===== src/rtl/melody_sequencer_pkg.sv =====
// Shared music constants, sequencer state encoding and rest substitution.
// Latency: n/a (package).
// Backpressure: n/a.
package melody_sequencer_pkg;

  // One note slot per 1/8 s at a 100 MHz core clock
  localparam int unsigned BEAT_DIV_100MHZ = 12_500_000;

  // Rests and idle map to this frequency (divider 1 = inaudible)
  localparam logic [31:0] SILENCE_HZ = 32'd50_000_000;

  // Low octave
  localparam logic [31:0] LC = 32'd262;
  localparam logic [31:0] LD = 32'd294;
  localparam logic [31:0] LE = 32'd330;
  localparam logic [31:0] LF = 32'd349;
  localparam logic [31:0] LG = 32'd392;
  localparam logic [31:0] LA = 32'd440;
  localparam logic [31:0] LB = 32'd494;
  // Middle octave
  localparam logic [31:0] MC = 32'd523;
  localparam logic [31:0] MD = 32'd587;
  localparam logic [31:0] ME = 32'd659;
  localparam logic [31:0] MF = 32'd698;
  localparam logic [31:0] MG = 32'd784;
  localparam logic [31:0] MA = 32'd880;
  localparam logic [31:0] MB = 32'd988;
  // High octave
  localparam logic [31:0] HC = 32'd1047;
  localparam logic [31:0] HD = 32'd1175;
  localparam logic [31:0] HE = 32'd1319;
  localparam logic [31:0] HF = 32'd1397;
  localparam logic [31:0] HG = 32'd1568;
  localparam logic [31:0] HA = 32'd1760;
  localparam logic [31:0] HB = 32'd1976;

  typedef enum logic [2:0] {
    ST_IDLE  = 3'd0,
    ST_FETCH = 3'd1,
    ST_LOAD  = 3'd2,
    ST_PLAY  = 3'd3,
    ST_PAUSE = 3'd4
  } state_e;

  // A ROM value of 0 marks a rest; it is played as the silence frequency
  function automatic logic [31:0] rest_subst(input logic [31:0] rom_hz,
                                             input logic [31:0] silence_hz);
    return (rom_hz == 32'd0) ? silence_hz : rom_hz;
  endfunction

endpackage


===== src/rtl/melody_sequencer_beat_timer.sv =====
// Note-slot timer: counts 0..BEAT_DIV-1 while enabled, flags last cycle and gap window.
// Latency: tc/gap are combinational from the registered count.
// Backpressure: none; en freezes the count, clr forces it to 0 (clr wins).
module melody_sequencer_beat_timer #(
  parameter int unsigned BEAT_DIV = 4,
  parameter int unsigned GAP_CYC  = 0
) (
  input  logic clk,
  input  logic rst,
  input  logic en,
  input  logic clr,
  output logic tc,
  output logic gap
);

  localparam int unsigned CNT_W     = $clog2(BEAT_DIV);
  localparam logic [CNT_W-1:0] TC_VAL = CNT_W'(BEAT_DIV - 1);
  // Count never exceeds BEAT_DIV-1, so GAP_CYC=0 leaves the window empty
  localparam int unsigned GAP_START = BEAT_DIV - GAP_CYC;

  logic [CNT_W-1:0] cnt_q, cnt_d;

  assign tc  = (cnt_q == TC_VAL);
  assign gap = (32'(cnt_q) >= GAP_START);

  // Next count: clear, hold, or advance with wrap at the slot end
  always_comb begin
    cnt_d = cnt_q;
    if (clr) begin
      cnt_d = '0;
    end else if (en) begin
      cnt_d = tc ? '0 : cnt_q + CNT_W'(1);
    end
  end

  // Count register
  always_ff @(posedge clk or posedge rst) begin
    if (rst) cnt_q <= '0;
    else     cnt_q <= cnt_d;
  end

endmodule


===== src/rtl/melody_sequencer.sv =====
// Melody sequencer: steps an external sync note ROM one entry per beat, drives L/R tone Hz.
// Latency: start sampled at edge t -> first note on freq_*/mute after edge t+2; no bubble between notes.
// Backpressure: none; control pulses act immediately with priority stop > pause > start.
module melody_sequencer #(
  parameter int unsigned BEAT_DIV   = melody_sequencer_pkg::BEAT_DIV_100MHZ,
  parameter int unsigned SONG_LEN   = 64,
  parameter int unsigned ADDR_W     = 6,
  parameter int unsigned GAP_CYC    = 0,
  parameter logic [31:0] SILENCE_HZ = melody_sequencer_pkg::SILENCE_HZ
) (
  input  logic              clk,
  input  logic              rst,
  input  logic              start,
  input  logic              pause,
  input  logic              stop,
  input  logic              loop_en,
  output logic [ADDR_W-1:0] rom_addr,
  input  logic [31:0]       rom_freq_l,
  input  logic [31:0]       rom_freq_r,
  output logic [31:0]       freq_l,
  output logic [31:0]       freq_r,
  output logic              mute,
  output logic              playing,
  output logic [ADDR_W-1:0] note_idx,
  output logic              done
);

  import melody_sequencer_pkg::*;

  localparam logic [ADDR_W-1:0] LAST_IDX = ADDR_W'(SONG_LEN - 1);

  state_e            state_q, state_d;
  logic [ADDR_W-1:0] note_idx_q, note_idx_d;
  logic [31:0]       freq_l_q, freq_l_d;
  logic [31:0]       freq_r_q, freq_r_d;
  logic              done_q, done_d;

  logic              tmr_en, tmr_clr, tmr_tc, tmr_gap;
  logic              is_last, slot_end, song_end;
  logic [ADDR_W-1:0] next_idx;

  assign is_last  = (note_idx_q == LAST_IDX);
  assign next_idx = is_last ? '0 : note_idx_q + ADDR_W'(1);
  assign slot_end = (state_q == ST_PLAY) && tmr_tc;
  // loop_en only matters here, at the end of the final slot
  assign song_end = slot_end && is_last && !loop_en;

  melody_sequencer_beat_timer #(
    .BEAT_DIV (BEAT_DIV),
    .GAP_CYC  (GAP_CYC)
  ) u_beat_timer (
    .clk (clk),
    .rst (rst),
    .en  (tmr_en),
    .clr (tmr_clr),
    .tc  (tmr_tc),
    .gap (tmr_gap)
  );

  // State register
  always_ff @(posedge clk or posedge rst) begin
    if (rst) state_q <= ST_IDLE;
    else     state_q <= state_d;
  end

  // Next-state logic; stop overrides everything, song end beats a same-cycle pause
  always_comb begin
    state_d = state_q;
    unique case (state_q)
      ST_IDLE:  if (start) state_d = ST_FETCH;
      ST_FETCH: state_d = ST_LOAD;
      ST_LOAD:  state_d = ST_PLAY;
      ST_PLAY: begin
        if (song_end)   state_d = ST_IDLE;
        else if (pause) state_d = ST_PAUSE;
      end
      ST_PAUSE: if (pause || start) state_d = ST_PLAY;
      default:  state_d = ST_IDLE;
    endcase
    if (stop) state_d = ST_IDLE;
  end

  // State-decoded outputs: ROM prefetch address, mute, playing, timer enable
  always_comb begin
    rom_addr = '0;
    mute     = 1'b1;
    playing  = 1'b0;
    tmr_en   = 1'b0;
    unique case (state_q)
      ST_PLAY: begin
        rom_addr = next_idx;
        mute     = tmr_gap;
        playing  = 1'b1;
        tmr_en   = 1'b1;
      end
      ST_PAUSE: rom_addr = next_idx;
      default: ;
    endcase
  end

  // Note datapath: load first note, advance at slot end, silence whenever headed to IDLE
  always_comb begin
    freq_l_d   = freq_l_q;
    freq_r_d   = freq_r_q;
    note_idx_d = note_idx_q;
    done_d     = 1'b0;
    tmr_clr    = 1'b0;
    if (state_q == ST_LOAD) begin
      freq_l_d   = rest_subst(rom_freq_l, SILENCE_HZ);
      freq_r_d   = rest_subst(rom_freq_r, SILENCE_HZ);
      note_idx_d = '0;
      tmr_clr    = 1'b1;
    end else if (slot_end && !song_end) begin
      freq_l_d   = rest_subst(rom_freq_l, SILENCE_HZ);
      freq_r_d   = rest_subst(rom_freq_r, SILENCE_HZ);
      note_idx_d = next_idx;
    end
    if (song_end && !stop) done_d = 1'b1;
    if (state_d == ST_IDLE) begin
      freq_l_d   = SILENCE_HZ;
      freq_r_d   = SILENCE_HZ;
      note_idx_d = '0;
      tmr_clr    = 1'b1;
    end
  end

  // Datapath registers
  always_ff @(posedge clk or posedge rst) begin
    if (rst) begin
      freq_l_q   <= SILENCE_HZ;
      freq_r_q   <= SILENCE_HZ;
      note_idx_q <= '0;
      done_q     <= 1'b0;
    end else begin
      freq_l_q   <= freq_l_d;
      freq_r_q   <= freq_r_d;
      note_idx_q <= note_idx_d;
      done_q     <= done_d;
    end
  end

  assign freq_l   = freq_l_q;
  assign freq_r   = freq_r_q;
  assign note_idx = note_idx_q;
  assign done     = done_q;

endmodule


===== config.mk =====
export PLATFORM = sky130hd
export DESIGN_NAME = melody_sequencer
export DESIGN_NICKNAME = d
export VERILOG_FILES = /design/src/rtl/melody_sequencer_pkg.sv /design/src/rtl/melody_sequencer_beat_timer.sv /design/src/rtl/melody_sequencer.sv
export SDC_FILE = /design/constraint.sdc
export NUM_CORES = 1
export LEC_CHECK = 0
export CORE_UTILIZATION = 51
export DETAILED_ROUTE_END_ITERATION = 10
export PLACE_DENSITY = 0.95
export RECOVER_POWER = 25
export SYNTH_ARGS = -nofsm -noshare
export SYNTH_HDL_FRONTEND = slang
export SYNTH_HIERARCHICAL = 1
export SYNTH_SLANG_ARGS = --single-unit
export TNS_END_PERCENT = 50

===== constraint.sdc =====
create_clock -name clk -period 5.9 [get_ports clk]
set_input_delay 1.77 -clock clk [delete_from_list [all_inputs] [get_ports clk]]
set_output_delay 1.77 -clock clk [all_outputs]
set_load 0.05 [all_outputs]

Word level (Yosys, flattened, before mapping). Index checks and enable logic that the tools add are counted.

Flip-flop bits (word level): 98. Input port bits: 70. Output and inout bits: 79. Logic and storage cells: 58.

Add/sub/neg operators: 2. $lt $le $gt $ge: 1. Equality and inequality tests: 6. Muxes and demuxes: 27. Reduce and logical (&&, ||, !) cells: 16.

Operators with widths (count): 32-bit 2-to-1 mux (8); 24-bit 2-to-1 mux (3); 32-bit zero test (2); 6-bit 2-to-1 mux (5); 24-bit by 1-bit adder with 24-bit output (second input constant) (1); 24-bit == test (second input constant) (1); 24-bit >= comparator (second input constant) (1); 3-bit 2-to-1 mux (5); 3-bit case mux with 5 select lines (1); 6-bit by 1-bit adder with 6-bit output (second input constant) (1); 3-bit by 2-bit == test with 1-bit output (second input constant) (2); 6-bit == test (second input constant) (1); 3-bit zero test (2); 1-bit logical AND (5); 1-bit 2-to-1 mux (5); 3-bit by 1-bit == test with 1-bit output (second input constant) (1); 3-bit == test (second input constant) (1); 1-bit zero test (3); 3-bit nonzero test (1); 2-bit nonzero test (1); 2-bit OR reduction (1); 1-bit logical OR (1).

Logic depth before layout (Yosys ltp).
Depth after elaboration: 10. Gate-level depth with buffers: 16. Mapped depth without buffers: 14.

Hierarchy. Netlist, hierarchy kept.

Modules (own cells, without submodules): melody_sequencer (instances 1, cells each 389, area an instance 3480.8 µm², sequential area each 1881.8 µm²); melody_sequencer_beat_timer (instances 1, cells each 178, area an instance 1487.7 µm², sequential area each 600.6 µm²).

Worst setup path before layout. No wires, ideal clock.

Kind: reg-to-output. Start: register note_idx_q[0], in the netlist note_idx[0]. End: output rom_addr[3]. Arrival time: 2303 ps. Path slack: 1827 ps. Stages on the path, launching flop included: 5. Cells stage by stage: dfrtp_1 > ha_1 > nand3_2 > nor2_1 > nor3_1.

Word-level cells in the longest chain between the ends: 3. Elaborated cells between the ends (all ways): 4.

RTL lines: start, declared (line melody_sequencer.sv:33) `logic [ADDR_W-1:0] note_idx_q, note_idx_d;`; start signal, assigned (line melody_sequencer.sv:137) `note_idx_q <= note_idx_d;`; 6-bit by 1-bit adder with 6-bit output or 6-bit == test (tied branches) (line melody_sequencer.sv:43, melody_sequencer.sv:42); 6-bit 2-to-1 mux (*) (line melody_sequencer.sv:43) `assign next_idx = is_last ? '0 : note_idx_q + ADDR_W'(1);`; 6-bit 2-to-1 mux (*) (line melody_sequencer.sv:89) `unique case (state_q)`; end, declared (line melody_sequencer.sv:17) `output logic [ADDR_W-1:0] rom_addr,`.

Mark *: on every way between the ends. The rest lies on a longest branch, timed or not.

Worst setup path after layout.
Start: input loop_en. End: register u_beat_timer.cnt_q[7].

Word-level cells in the longest chain between the ends: 8. Elaborated cells between the ends (all ways): 9.

RTL lines: start, declared (line melody_sequencer.sv:16) `input logic loop_en,`; 1-bit zero test (*) (line melody_sequencer.sv:46) `assign song_end = slot_end && is_last && !loop_en;`; 1-bit logical AND (*) (line melody_sequencer.sv:46); 3-bit 2-to-1 mux (*) (line melody_sequencer.sv:74) `if (song_end) state_d = ST_IDLE;`; 3-bit case mux with 5 select lines (*) (line melody_sequencer.sv:69) `unique case (state_q)`; 3-bit 2-to-1 mux (*) (line melody_sequencer.sv:80) `if (stop) state_d = ST_IDLE;`; 3-bit zero test (*) (line melody_sequencer.sv:119) `if (state_d == ST_IDLE) begin`; 1-bit 2-to-1 mux (*) (line melody_sequencer.sv:119); 24-bit 2-to-1 mux or 2-bit nonzero test (tied branches); end signal, assigned (line melody_sequencer_beat_timer.sv:39) `else cnt_q <= cnt_d;`; end, declared (line melody_sequencer_beat_timer.sv:21) `logic [CNT_W-1:0] cnt_q, cnt_d;`.

Marked as above. A chain may end at the register's enable or synchronous reset.

==> impl_metrics.py <==
metrics = {
    "routing": {
        "drt_pass1_iterations": 7,
        "routed_via_density": 5.99,
        "wl_per_cell_um": 17.7,
        "drtIter0Drc": 411,
        "wl_um": 14700,
        "drtAntennaViolNets": 0,
        "vias": 4978,
        "drcViolationCount": 0,
    },
    "sta": {
        "setup_slack_ns": 1.26,
        "setup_tns_ns": 0,
        "fin_skew_ns": 0.0173,
        "period_needed_ns": 4.64,
        "rsz0062_at_grt": "false",
        "period_share": 0.786,
        "worst_pin_slew_ns": 1.82,
        "whs_ns": 0.526,
        "hold_viol_final": 0,
        "setup_viol": 0,
        "slew_headroom": -0.215,
        "finalMaxSlewViolations": 50,
        "max_freq_mhz": 216,
    },
    "placement": {
        "io_buffers": 148,
        "hpwl_um": 10400,
        "pre_cts_ws_ns": 1.05,
        "gp_congestion": 0.875,
    },
    "layout": {
        "drive_gt1_frac": 0.0812,
        "final-seq-area_sq_mm": 0.00248,
        "multiInputGateArea_sq_mm": 0.00225,
        "antennaDiodeCount": 0,
        "layout_common_cells": "clkdlybuf4s50_1, nand2_1, dfrtp_1, nor2_1, a21oi_1",
        "syn_to_final_growth_pct": 34.5,
        "nets": 770,
        "fillers": 668,
        "final_common_cell": "clkdlybuf4s50_1",
    },
    "setup_path": {
        "critPathKind": "in2reg",
        "cp.arrival_ns": 4.91,
        "worst-path-max-fanout": 25,
        "start_kind": "primary input",
        "crit_required_ns": 6.18,
        "cp-end-kind": "flip-flop",
    },
    "logic_synthesis": {
        "synth_seq_area_share": 0.500,
        "ys.flop_type": "dfrtp_1",
        "async_flop_share": 1.00,
        "synth_warnings": 6,
        "synth_edf_count": 0,
        "syn_area_sq_mm": 0.00497,
        "yosysUniqueCellTypes": 54,
        "syn_avg_cell_area_sq_um": 8.76,
        "synthCells": 567,
        "syn-num-nets": 640,
        "ys_ff_latch": 98,
    },
    "power": {
        "finalPower_mw": 1.47,
        "power.leakage_nw": 2.51,
        "p_per_area_mw_per_mm2": 220,
        "vdd_drop_max_mv": 0.150,
    },
    "global_route": {
        "grt_use_total": 0.291,
        "antenna_found_initial": 0,
        "grt_max_degree": 65,
        "first_global_vias": 4717,
        "grt_pass1_wl_um": 23000,
        "grt_overflow": 0,
    },
    "cts": {
        "cts_root_buf": "clkbuf_8",
        "clock-sinks": 98,
        "clock_latency_ns": 0.37,
        "clk_pin_slew_ns": 0.09,
        "post_cts_resized": 0,
        "cts_inserted_buffers": 9,
        "cts_setup_buffers": 0,
        "cts_hold_buf": 0,
        "cts_max_path_buffers": 2,
        "tritoncts": "done",
        "htreeDepth": 3,
    },
    "job": {
        "drv_cap": 1,
    },
    "min_path": {
        "min_path_type": "reg2reg",
    },
    "floorplan": {
        "die_area_sq_mm": 0.0101,
        "die_y_um": 101,
        "start_util": 0.533,
        "core.rowCount": 35,
        "fp.coreArea_sq_mm": 0.00933,
        "io_pins": 149,
        "die_w_um": 101,
    },
    "run_status": {
        "violations": "max-capacitance violations, max-slew violations",
        "status": "finished with violations",
    },
}
[metrics by stage]
stage,instances,util,instance area [sq um]
final,831,0.716,6680
after global routing,831,0.716,6680
after CTS,831,0.716,6680
after detailed placement,815,0.693,6460
after global placement,815,0.693,6460
after floorplan,567,-,4970
[cell type report]
type	instances	area share
clock buffers	10	0.0191
clock inverters	6	0.0135
inverters	15	0.00843
multi-input cells	421	0.337
flip-flops and latches	98	0.372
well taps	129	0.0242
repair buffers	152	0.226
[final timing paths]
path / endpoint / slack, ns / startpoint / cells after the start
setup / recovery: u_beat_timer/cnt_q[7] / 1.26 / loop_en / 8
hold / removal: freq_r[4] / 0.53 / freq_r[4] / 2
setup reg to reg: u_beat_timer/cnt_q[16] / 1.40 / u_beat_timer/cnt_q[0] / 14
hold reg to reg: freq_r[4] / 0.53 / freq_r[4] / 2
max in group asynchronous: freq_r[16] / 2.24 / rst / 3
min in group asynchronous: u_beat_timer/cnt_q[13] / 2.08 / rst / 2
[cells by family after synthesis]
family | synth area share
AOI/OAI and AO/OA | 0.135
xor gates and xnor gates | 0.0247
adders and majority gates | 0.00756
buffers and inverters | 0.0486
DFF | 0.500
muxes | 0.00604
and+or+nand+nor | 0.278
[power breakdown]
| part | switching, mW | internal [mW] |
|---|---|---|
| sequential | 0.0143 | 0.695 |
| combinational | 0.177 | 0.0992 |
| clock | 0.244 | 0.242 |
[sequential cells by signal, indices dropped and copies added (netlist names)]
| register | count |
|---|---|
| done | 1 |
| note_idx | 6 |
| freq_l | 32 |
| freq_r | 32 |
| state_q | 3 |
| u_beat_timer/cnt_q | 24 |
[metal layers]
metal	track usage	wire, um	vias to the layer above
li1	-	-	2242
met4	0.136	597	0
met1	0.366	5670	2401
met5	0	0	-
met3	0.0388	992	59
met2	0.499	7470	276
[cell usage after synthesis (2+ instances only)]
cell type	count	area [sq um]
a211oi_1	2	15.0
a21oi_1	58	290
a31oi_1	4	25.0
and2_1	3	18.8
and3_1	5	31.3
buf_2	11	55.1
buf_4	2	15.0
buf_6	4	45.0
clkbuf_1	14	52.6
dfrtp_1	74	1850
dfstp_2	24	631
ha_1	3	37.5
inv_1	15	56.3
mux2i_1	3	30.0
nand2_1	101	379
nand2b_1	7	43.8
nand3_1	23	115
nand4_1	14	87.6
nor2_1	62	233
nor2b_1	5	31.3
nor3_1	28	140
nor4_1	21	131
o211ai_1	2	15.0
o21a_1	2	15.0
o21ai_0	9	45.0
o21ai_1	20	100
o22ai_1	6	37.5
or2_2	2	12.5
or3_1	3	18.8
or3b_2	3	26.3
or4b_1	2	20.0
xnor2_1	5	43.8
xor2_1	9	78.8
[worst max-delay path, cell delays in order]
cell,delay (ns)
clkdlybuf4s50_1,0.59
nor2b_1,0.11
nand4_1,0.18
o21a_1,0.19
nand2b_1,0.52
a31oi_1,0.98
nand2_1,0.32
o22ai_1,0.23
(Power assumes the default switching activity.)
